<file path="config.mk">
export PLATFORM = sky130hd
export DESIGN_NAME = bcd_conv_arbiter_flat
export DESIGN_NICKNAME = d
export VERILOG_FILES = /design/src/rtl/bcd_conv_arbiter_if.sv /design/src/rtl/bcd_conv_arbiter.sv /design/src/flat_wrapper.sv
export SDC_FILE = /design/constraint.sdc
export NUM_CORES = 1
export LEC_CHECK = 0
export CORE_MARGIN = 2
export CORE_UTILIZATION = 40
export DETAILED_ROUTE_END_ITERATION = 7
export GPL_TIMING_DRIVEN = 0
export PLACE_DENSITY = 0.79
export SYNTH_ARGS = -nofsm -noshare
export SYNTH_HDL_FRONTEND = slang
export SYNTH_SLANG_ARGS = --single-unit
</file>
<file path="constraint.sdc">
create_clock -name clock -period 3.1 [get_ports clock]
set_input_delay 0.93 -clock clock [delete_from_list [all_inputs] [get_ports clock]]
set_output_delay 0.93 -clock clock [all_outputs]
set_load 0.02 [all_outputs]
</file>
<file path="src/rtl/bcd_conv_arbiter_if.sv">
// ---------------------------------------------------------------------------
// bcd_conv_arbiter_if
//   Bundles every non-clock/reset signal of bcd_conv_arbiter.
//   Parameter: N_REQ (2..8). IDW = $clog2(N_REQ).
//   Groups:
//     request side   : req_valid[N_REQ], req_data[8*N_REQ], req_ack[N_REQ]
//     converter side : conv_start, conv_x7_x0[8], conv_done,
//                      conv_a3_a0/conv_b3_b0/conv_c3_c0[4]
//     response side  : rsp_valid, rsp_ready, rsp_id[IDW],
//                      rsp_a3_a0/rsp_b3_b0/rsp_c3_c0[4], rsp_err
//     status/debug   : busy, dbg_state[2] (FSM encoding), dbg_ptr[IDW]
//   Modports: slave = the arbiter, master = clients + converter + consumer.
//
//   Handshake rules: a response transfers on a rising edge where
//   rsp_valid && rsp_ready. Once rsp_valid is high it stays high and every
//   rsp_* field holds still until that transfer; rsp_valid never depends
//   combinationally on rsp_ready. Requests are level-held: a requester keeps
//   req_valid and its operand until it sees its one-cycle req_ack pulse.
// ---------------------------------------------------------------------------
interface bcd_conv_arbiter_if #(
  parameter int N_REQ = 3
);
  localparam int IDW = $clog2(N_REQ);

  logic [N_REQ-1:0]   req_valid;
  logic [8*N_REQ-1:0] req_data;
  logic [N_REQ-1:0]   req_ack;

  logic               conv_start;
  logic [7:0]         conv_x7_x0;
  logic               conv_done;
  logic [3:0]         conv_a3_a0;
  logic [3:0]         conv_b3_b0;
  logic [3:0]         conv_c3_c0;

  logic               rsp_valid;
  logic               rsp_ready;
  logic [IDW-1:0]     rsp_id;
  logic [3:0]         rsp_a3_a0;
  logic [3:0]         rsp_b3_b0;
  logic [3:0]         rsp_c3_c0;
  logic               rsp_err;

  logic               busy;
  logic [1:0]         dbg_state;
  logic [IDW-1:0]     dbg_ptr;

  modport slave (
    input  req_valid, req_data, conv_done, conv_a3_a0, conv_b3_b0, conv_c3_c0,
           rsp_ready,
    output req_ack, conv_start, conv_x7_x0, rsp_valid, rsp_id, rsp_a3_a0,
           rsp_b3_b0, rsp_c3_c0, rsp_err, busy, dbg_state, dbg_ptr
  );

  modport master (
    output req_valid, req_data, conv_done, conv_a3_a0, conv_b3_b0, conv_c3_c0,
           rsp_ready,
    input  req_ack, conv_start, conv_x7_x0, rsp_valid, rsp_id, rsp_a3_a0,
           rsp_b3_b0, rsp_c3_c0, rsp_err, busy, dbg_state, dbg_ptr
  );
endinterface

</file>
<file path="src/rtl/bcd_conv_arbiter.sv">
// ---------------------------------------------------------------------------
// bcd_conv_arbiter
//   Shares one 8-bit binary-to-BCD converter among N_REQ requesters.
//   Round-robin grant, latches the winner's operand, pulses conv_start,
//   waits for conv_done and returns the three BCD digits plus the requester
//   id on a valid/ready response port. One conversion in flight at a time.
//
//   Ports:
//     clock  in  system clock, rising edge
//     reset  in  synchronous, active-high
//     bus    bcd_conv_arbiter_if.slave (request, converter, response,
//            busy and debug signals; see the interface file)
//
//   Parameters: N_REQ (2..8), TIMEOUT (WAIT cycle limit, timeout build only)
//
//   Optional feature macro: ARB_TIMEOUT_EN
//     defined   : WAIT aborts after TIMEOUT cycles without conv_done and
//                 returns a response with rsp_err=1 and zero digits.
//     undefined : WAIT is held until conv_done; rsp_err is tied to 0.
//
//   FSM: IDLE -> ISSUE -> WAIT -> RESP -> IDLE. All outputs are registered
//   except busy/debug, which are straight decodes of the state/pointer flops.
// ---------------------------------------------------------------------------
module bcd_conv_arbiter #(
  parameter int N_REQ   = 3,
  parameter int TIMEOUT = 64
) (
  input  logic              clock,
  input  logic              reset,
  bcd_conv_arbiter_if.slave bus
);
  localparam int IDW = $clog2(N_REQ);

  if (N_REQ < 2 || N_REQ > 8 || TIMEOUT < 2) begin : g_param_check
    $error("bcd_conv_arbiter: N_REQ must be 2..8 and TIMEOUT at least 2");
  end

  typedef enum logic [1:0] {
    S_IDLE  = 2'd0,
    S_ISSUE = 2'd1,
    S_WAIT  = 2'd2,
    S_RESP  = 2'd3
  } state_t;

  state_t           state_q, state_d;
  logic [IDW-1:0]   ptr_q, ptr_d;
  logic [IDW-1:0]   id_q, id_d;
  logic [7:0]       op_q, op_d;
  logic [N_REQ-1:0] ack_q, ack_d;
  logic             start_q, start_d;
  logic             rsp_valid_q, rsp_valid_d;
  logic [3:0]       a_q, a_d;
  logic [3:0]       b_q, b_d;
  logic [3:0]       c_q, c_d;

`ifdef ARB_TIMEOUT_EN
  localparam int CW = $clog2(TIMEOUT);
  logic [CW-1:0]    tmo_q, tmo_d;
  logic             err_q, err_d;
`endif

  // Round-robin search: first requester at ptr, ptr+1, ... (mod N_REQ).
  logic           grant_found;
  logic [IDW-1:0] grant_id;
  logic [IDW-1:0] cand;
  logic [7:0]     grant_op;

  always_comb begin
    grant_found = 1'b0;
    grant_id    = '0;
    cand        = '0;
    for (int i = 0; i < N_REQ; i++) begin
      cand = IDW'((int'(ptr_q) + i) % N_REQ);
      if (!grant_found && bus.req_valid[cand]) begin
        grant_found = 1'b1;
        grant_id    = cand;
      end
    end
  end

  always_comb begin
    grant_op = '0;
    for (int i = 0; i < N_REQ; i++) begin
      if (grant_id == IDW'(i)) grant_op = bus.req_data[8*i +: 8];
    end
  end

  always_comb begin
    state_d     = state_q;
    ptr_d       = ptr_q;
    id_d        = id_q;
    op_d        = op_q;
    ack_d       = '0;
    start_d     = 1'b0;
    rsp_valid_d = rsp_valid_q;
    a_d         = a_q;
    b_d         = b_q;
    c_d         = c_q;
`ifdef ARB_TIMEOUT_EN
    tmo_d       = tmo_q;
    err_d       = err_q;
`endif

    unique case (state_q)
      S_IDLE: begin
        // ack and start are raised together so both appear in the ISSUE cycle.
        if (grant_found) begin
          state_d         = S_ISSUE;
          id_d            = grant_id;
          op_d            = grant_op;
          ack_d[grant_id] = 1'b1;
          start_d         = 1'b1;
        end
      end

      S_ISSUE: begin
        state_d = S_WAIT;
`ifdef ARB_TIMEOUT_EN
        tmo_d   = '0;
`endif
      end

      S_WAIT: begin
        // A done arriving on the expiry edge still yields a normal response.
        if (bus.conv_done) begin
          state_d     = S_RESP;
          rsp_valid_d = 1'b1;
          a_d         = bus.conv_a3_a0;
          b_d         = bus.conv_b3_b0;
          c_d         = bus.conv_c3_c0;
`ifdef ARB_TIMEOUT_EN
          err_d       = 1'b0;
        end else if (tmo_q == CW'(TIMEOUT - 1)) begin
          state_d     = S_RESP;
          rsp_valid_d = 1'b1;
          a_d         = '0;
          b_d         = '0;
          c_d         = '0;
          err_d       = 1'b1;
        end else begin
          tmo_d       = tmo_q + 1'b1;
`endif
        end
      end

      S_RESP: begin
        if (rsp_valid_q && bus.rsp_ready) begin
          state_d     = S_IDLE;
          rsp_valid_d = 1'b0;
          // Next search starts just after the requester that was served.
          if (id_q == IDW'(N_REQ - 1)) ptr_d = '0;
          else                         ptr_d = id_q + 1'b1;
        end
      end

      default: state_d = S_IDLE;
    endcase
  end

  always_ff @(posedge clock) begin
    if (reset) begin
      state_q     <= S_IDLE;
      ptr_q       <= '0;
      id_q        <= '0;
      op_q        <= '0;
      ack_q       <= '0;
      start_q     <= 1'b0;
      rsp_valid_q <= 1'b0;
      a_q         <= '0;
      b_q         <= '0;
      c_q         <= '0;
`ifdef ARB_TIMEOUT_EN
      tmo_q       <= '0;
      err_q       <= 1'b0;
`endif
    end else begin
      state_q     <= state_d;
      ptr_q       <= ptr_d;
      id_q        <= id_d;
      op_q        <= op_d;
      ack_q       <= ack_d;
      start_q     <= start_d;
      rsp_valid_q <= rsp_valid_d;
      a_q         <= a_d;
      b_q         <= b_d;
      c_q         <= c_d;
`ifdef ARB_TIMEOUT_EN
      tmo_q       <= tmo_d;
      err_q       <= err_d;
`endif
    end
  end

  assign bus.req_ack    = ack_q;
  assign bus.conv_start = start_q;
  assign bus.conv_x7_x0 = op_q;
  assign bus.rsp_valid  = rsp_valid_q;
  assign bus.rsp_id     = id_q;
  assign bus.rsp_a3_a0  = a_q;
  assign bus.rsp_b3_b0  = b_q;
  assign bus.rsp_c3_c0  = c_q;
`ifdef ARB_TIMEOUT_EN
  assign bus.rsp_err    = err_q;
`else
  assign bus.rsp_err    = 1'b0;
`endif
  assign bus.busy       = (state_q != S_IDLE);
  assign bus.dbg_state  = state_q;
  assign bus.dbg_ptr    = ptr_q;

endmodule

</file>
<file path="src/flat_wrapper.sv">
// flat-port wrapper written by rule: the top's interface ports become plain ports
module bcd_conv_arbiter_flat 
#(
  parameter int N_REQ   = 3,
  parameter int TIMEOUT = 64
)
  (clock, reset, bus_req_valid, bus_req_data, bus_conv_done, bus_conv_a3_a0, bus_conv_b3_b0, bus_conv_c3_c0, bus_rsp_ready, bus_req_ack, bus_conv_start, bus_conv_x7_x0, bus_rsp_valid, bus_rsp_id, bus_rsp_a3_a0, bus_rsp_b3_b0, bus_rsp_c3_c0, bus_rsp_err, bus_busy, bus_dbg_state, bus_dbg_ptr);
  bcd_conv_arbiter_if #(.N_REQ(N_REQ)) bus_i ();
  input  logic clock;
  input  logic reset;
  input wire logic [$bits(bus_i.req_valid)-1:0] bus_req_valid;
  input wire logic [$bits(bus_i.req_data)-1:0] bus_req_data;
  input wire logic [$bits(bus_i.conv_done)-1:0] bus_conv_done;
  input wire logic [$bits(bus_i.conv_a3_a0)-1:0] bus_conv_a3_a0;
  input wire logic [$bits(bus_i.conv_b3_b0)-1:0] bus_conv_b3_b0;
  input wire logic [$bits(bus_i.conv_c3_c0)-1:0] bus_conv_c3_c0;
  input wire logic [$bits(bus_i.rsp_ready)-1:0] bus_rsp_ready;
  output wire logic [$bits(bus_i.req_ack)-1:0] bus_req_ack;
  output wire logic [$bits(bus_i.conv_start)-1:0] bus_conv_start;
  output wire logic [$bits(bus_i.conv_x7_x0)-1:0] bus_conv_x7_x0;
  output wire logic [$bits(bus_i.rsp_valid)-1:0] bus_rsp_valid;
  output wire logic [$bits(bus_i.rsp_id)-1:0] bus_rsp_id;
  output wire logic [$bits(bus_i.rsp_a3_a0)-1:0] bus_rsp_a3_a0;
  output wire logic [$bits(bus_i.rsp_b3_b0)-1:0] bus_rsp_b3_b0;
  output wire logic [$bits(bus_i.rsp_c3_c0)-1:0] bus_rsp_c3_c0;
  output wire logic [$bits(bus_i.rsp_err)-1:0] bus_rsp_err;
  output wire logic [$bits(bus_i.busy)-1:0] bus_busy;
  output wire logic [$bits(bus_i.dbg_state)-1:0] bus_dbg_state;
  output wire logic [$bits(bus_i.dbg_ptr)-1:0] bus_dbg_ptr;
  assign bus_i.req_valid = bus_req_valid;
  assign bus_i.req_data = bus_req_data;
  assign bus_i.conv_done = bus_conv_done;
  assign bus_i.conv_a3_a0 = bus_conv_a3_a0;
  assign bus_i.conv_b3_b0 = bus_conv_b3_b0;
  assign bus_i.conv_c3_c0 = bus_conv_c3_c0;
  assign bus_i.rsp_ready = bus_rsp_ready;
  assign bus_req_ack = bus_i.req_ack;
  assign bus_conv_start = bus_i.conv_start;
  assign bus_conv_x7_x0 = bus_i.conv_x7_x0;
  assign bus_rsp_valid = bus_i.rsp_valid;
  assign bus_rsp_id = bus_i.rsp_id;
  assign bus_rsp_a3_a0 = bus_i.rsp_a3_a0;
  assign bus_rsp_b3_b0 = bus_i.rsp_b3_b0;
  assign bus_rsp_c3_c0 = bus_i.rsp_c3_c0;
  assign bus_rsp_err = bus_i.rsp_err;
  assign bus_busy = bus_i.busy;
  assign bus_dbg_state = bus_i.dbg_state;
  assign bus_dbg_ptr = bus_i.dbg_ptr;
  bcd_conv_arbiter #(.N_REQ(N_REQ), .TIMEOUT(TIMEOUT)) u_core (.clock(clock), .reset(reset), .bus(bus_i));
endmodule
</file>
# Yosys cells after proc, flatten, opt, wreduce, memory -nomap -nowiden
# Cells that the tools add are included.
# word_totals
register_bits	31
input_bits	43
output_inout_bits	33
elab_cells	75
# op_classes
addsub	3
n_div	3
magnitude_cmp	5
n_eq_ne	9
muxes	26
bitwise	2
n_reduce_logical	17
# op_table
cell	n
$mod A32 B3 Y32 const B	2
$mod A3 B3 Y32 const B	1
$mux W8	3
$mux W2	7
$lt A2 B3 Y1 const B	4
$mux W1	10
$eq A2 B2 Y1 const B	4
$pmux W2 S4	1
$bmux W1 S2	3
$reduce_and A2 Y1	3
$reduce_and A3 Y1	2
$eq A2 B1 Y1 const B	2
$logic_and A1 B1 Y1	4
$logic_not A2 Y1	2
$ne A2 B1 Y1 const B	2
$reduce_bool A2 Y1	2
$add A2 B1 Y3 const B	1
$add A2 B2 Y3 const B	1
$reduce_or A3 Y1	1
$add A2 B1 Y2 const B	1
$demux W1 S2	1
$ge A2 B1 Y1 const B	1
$logic_not A1 Y1	2
$ne A2 B2 Y1 const B	1
other kinds (3)	4

# Depth between registers and ports, before layout
# logic_depth
ltp_word	14
mapped_depth	10
depth_no_buf	8

# Least setup slack after synthesis
# Ideal clock, no wire load.
# synth_path
kind	flip-flop to flip-flop
startpoint	register u_core.ptr_q[0] (netlist: u_core.bus.dbg_ptr[0])
endpoint	register u_core.op_q[0] (netlist: u_core.bus.conv_x7_x0[0])
setup_time_ns	0.139
arrival_ns	2.255
t_required_ns	2.961
slack_ns	0.706
path_stages_with_launch	10
n_path_buf	1
period_less_slack_ns	2.394
cell_sequence	dfxtp_1 > inv_1 > ha_1 > nand3b_1 > o21ai_1 > mux2_2 > o22ai_1 > buf_6 > mux2i_1 > o221ai_2
# synth_via
elab_chain_cells	14
word_cells_on_any_way	28
classes_between	add/sub (2); div (3); eq/ne (2); mux (15); reduce/logical (6)
# synth_lines
item	line	source
start, declared	bcd_conv_arbiter.sv:46	logic [IDW-1:0] ptr_q, ptr_d;
start signal, assigned	bcd_conv_arbiter.sv:178	ptr_q <= ptr_d;
branches (longest 14 deep; another with $mod A32 B3 Y32)	-	
end signal, assigned	bcd_conv_arbiter.sv:180	op_q <= op_d;
end, declared	bcd_conv_arbiter.sv:48	logic [7:0] op_q, op_d;
# Parallel ways; which one is timed is not known. The select of a mux whose other input is x is not followed.
# A chain may end at the register's enable or synchronous reset.

# Worst setup path in the final report
# layout_path
startpoint	input bus_req_valid[1]
endpoint	register u_core.op_q[0] (netlist: u_core.bus.conv_x7_x0[0])
# layout_via
elab_chain_cells	13
word_cells_on_any_way	23
classes_between	eq/ne (2); mux (15); reduce/logical (6)
# layout_lines
item	line	source
start, declared	flat_wrapper.sv:11	input wire logic [$bits(bus_i.req_valid)-1:0] bus_req_valid;
$bmux W1 S2	bcd_conv_arbiter.sv:74	if (!grant_found && bus.req_valid[cand]) begin
$mux W1 (implied by the code)	bcd_conv_arbiter.sv:74	
$mux W1	bcd_conv_arbiter.sv:74	
$logic_not A1 Y1	bcd_conv_arbiter.sv:74	
$logic_and A1 B1 Y1	bcd_conv_arbiter.sv:74	
$mux W1	bcd_conv_arbiter.sv:74	
$logic_not A1 Y1	bcd_conv_arbiter.sv:74	
$logic_and A1 B1 Y1	bcd_conv_arbiter.sv:74	
$mux W2	bcd_conv_arbiter.sv:74	
$logic_not A2 Y1	bcd_conv_arbiter.sv:84	if (grant_id == IDW'(i)) grant_op = bus.req_data[8*i +: 8];
$mux W8 (3 in a row)	bcd_conv_arbiter.sv:84	
# Several ways; a longest one is shown, not always the timed one. The select of a mux whose other input is x is not followed.

==> reports/results.ini <==
[status]
status = finished clean

[grt]
grt_start_max_net_pins = 11
grt.overflow.total = 0
grt_pass1_wl_um = 6470
antenna_found_initial = 0
grt.total_usage = 0.193
grt_pass1_vias = 1465

[clock_tree]
path_clk_slew_ns = 0.07
cts_buffers = 5
hold_buffers = 0
post_cts_buffers = 0
cts_root_buf = clkbuf_8
cts_tree = built
cts_resized = 0
clock_latency_ns = 0.28
cts_max_path_buffers = 2
htree_levels = 2
numClockSinks = 31

[yosys]
yosys-top-cells-area = dfxtp_1 39%, nand2_1 8.8%, mux2i_1 8.2%
synthCells = 184
synth_nets = 235
synth_cell_types = 33
yosys_warnings = 0
yosysTopAreaCell = dfxtp_1
ys_seq_elements = 31
yosysTopAreaCellShare = 0.392
seq_area_frac_synth = 0.392
synth.avg_cell_area_um2 = 8.60
syn-cell-area_mm2 = 0.00158

[sta]
setup_viol = 0
max_slew_margin = 0.638
period_needed_ns = 2.85
slew_viol_final = 0
hold_violations = 0
finalCritPeriodShare = 0.918
worst_slack_ns = 0.254
rsz0062_at_grt = no
hold_slack_ns = 0.455
fmax_mhz = 351
worst_slew_pin_slew_ns = 0.543
skew_ns = 0.00840

[final_layout]
regArea_um2 = 621
fill_cells = 344
utilization = 0.662
drive_gt1_frac = 0.0792
stdcell_area_mm2 = 0.00248
multi_input_area_um2 = 861
antennaDiodeCount = 0
layout.nets = 315
synthToLayoutAreaGrowth_pct = 56.5

[power_and_ir_drop]
p_per_area_mw_per_mm2 = 653
leakagePower_nw = 0.927
ir_drop_v = 0.000401
finalPower_w = 0.00162

[critical_path]
cp_cell_sequence = clkdlybuf4s50_1, mux2i_1, o21ai_1, mux2_2, o22ai_1, buf_6, mux2i_1, o221ai_2
cp_max_fo = 10
arrival_ns = 3.00
cpMaxStageDelayCell = clkdlybuf4s50_1
critical_path.max_stage_delay_ns = 0.56
cpMostUsedCell = mux2i_1
startpoint_type = primary input
cp.required_ns = 3.25
path_class = primary input to register
critPathCaptureType = register

[drt]
drt-total-wl_um = 3860
drc_errors = 0
viasPerCell = 4.93
final_antenna_net_count = 0
vias = 1544
post_drt_wl_per_cell_um = 12.3
first_pass_iters = 4
drtIter0Drc = 52

[placement]
port_buffers = 73
place_ws_ns = -0.0206
dp_hpwl_um = 3060
place.gp.congestion = 0.785
placed_cell_area_mm2 = 0.00237

[worst_hold_path]
min_path_type = register to register

[floorplanning]
num_rows = 22
die_area_mm2 = 0.00448
core_mm2 = 0.00374
die_w_um = 66.9
ios = 76
die_y_um = 66.9
initial_core_util = 0.423

[flow_run]
maxCapViolations = 0

==> registers in the layout, indices dropped and copies added (netlist names) <==
name                   count
u_core.bus.rsp_b3_b0       4
u_core.bus.conv_x7_x0      8
u_core.bus.rsp_valid       1
u_core.bus.rsp_c3_c0       4
u_core.bus.dbg_ptr         2
u_core.bus.conv_start      1
u_core.bus.dbg_state       2
u_core.bus.req_ack         3
u_core.bus.rsp_id          2
u_core.bus.rsp_a3_a0       4
==> cell families after synthesis <==
kind of cell / count (synthesis) / share of synthesized area
AND/OR/NAND/NOR: 74 / 0.217
AO/OA/AOI/OAI: 36 / 0.172
buffers and inverters: 20 / 0.0640
other: 1 / 0.00237
flip-flops: 31 / 0.392
multiplexers: 14 / 0.0893
adder cells (fa/ha/maj): 8 / 0.0632
==> power breakdown <==
part           internal [W]  switching (W)  leakage (nW)  total (W)
sequential         0.000480      0.0000486         0.253   0.000529
clock              0.000202       0.000149        0.0505   0.000351
combinational      0.000348       0.000389         0.623   0.000737
==> critical path, delay by kind of cell <==
family / cells / cell delay, ns
buffers and inverters: 2 / 0.77
multiplexers: 3 / 0.70
AO/OA/AOI/OAI: 3 / 0.58
==> per-layer routing <==
metal,vias to the layer above,part of all wire,track usage
li1,800,-,-
met1,699,0.44,0.219
met2,42,0.47,0.324
met3,3,0.080,0.0743
met4,0,0.011,0.0765
met5,-,0,0
==> through the flow <==
stage	cells	setup TNS, ns
after floorplan	184	0
after global placement	305	-0.190
after detailed placement	305	-0.0338
after CTS	313	0
after global routing	313	0
final	313	0
==> cells in the final DEF, fill, tap and decap left out, types with 2 or more instances in the layout <==
master,netlist,routed
clkdlybuf4s50_1,0,73
nand2_1,37,37
dfxtp_1,31,31
a21oi_1,17,17
mux2i_1,13,13
nor2_1,12,12
inv_1,8,8
clkbuf_1,8,8
ha_1,8,8
clkbuf_8,0,7
nand4_1,6,6
o221ai_2,6,6
nor3_1,5,5
nand3b_1,3,3
o211ai_1,3,3
o21ai_1,3,3
buf_6,3,3
a211oi_1,2,2
nor4b_1,2,2
nor2b_1,2,2
==> layout make-up <==
| type | instances | area share |
|---|---|---|
| Tap cell | 48 | 0.0242 |
| Clock buffer | 7 | 0.0389 |
| Sequential cell | 31 | 0.251 |
| Clock inverter | 1 | 0.00303 |
| Timing Repair Buffer | 73 | 0.295 |
| Multi-Input combinational cell | 133 | 0.347 |
| Inverter | 8 | 0.0121 |
| Buffer | 12 | 0.0288 |
==> final timing paths <==
| path | start | end | slack (ns) | cells past startpoint |
|---|---|---|---|---|
| setup / recovery | bus_req_valid[1] | u_core.bus.conv_x7_x0[0] | 0.25 | 8 |
| hold / removal | u_core.bus.rsp_b3_b0[2] | u_core.bus.rsp_b3_b0[2] | 0.46 | 2 |
| setup reg to reg | u_core.bus.dbg_ptr[0] | u_core.bus.conv_x7_x0[0] | 0.57 | 9 |
| hold reg to reg | u_core.bus.rsp_b3_b0[2] | u_core.bus.rsp_b3_b0[2] | 0.46 | 2 |
==> Yosys cell counts <==
cell type,count
or2_2,1
nand2b_1,1
o221ai_2,6
nand3_1,1
o211ai_1,3
dfxtp_1,31
inv_1,8
nand2_1,37
conb_1,1
nor3b_1,1
mux2i_1,13
nor4b_1,2
nand4_1,6
clkbuf_1,8
nor2_1,12
nor2b_1,2
a21oi_1,17
o21ai_1,3
a221o_1,1
nand3b_1,3
buf_4,1
o22ai_1,1
buf_6,3
o22a_1,1
and3_1,1
or3_1,1
a21bo_2,1
and2_1,1
a311o_1,1
nor3_1,5
mux2_2,1
ha_1,8
a211oi_1,2
No activity file was read; power rests on OpenSTA's default activity.
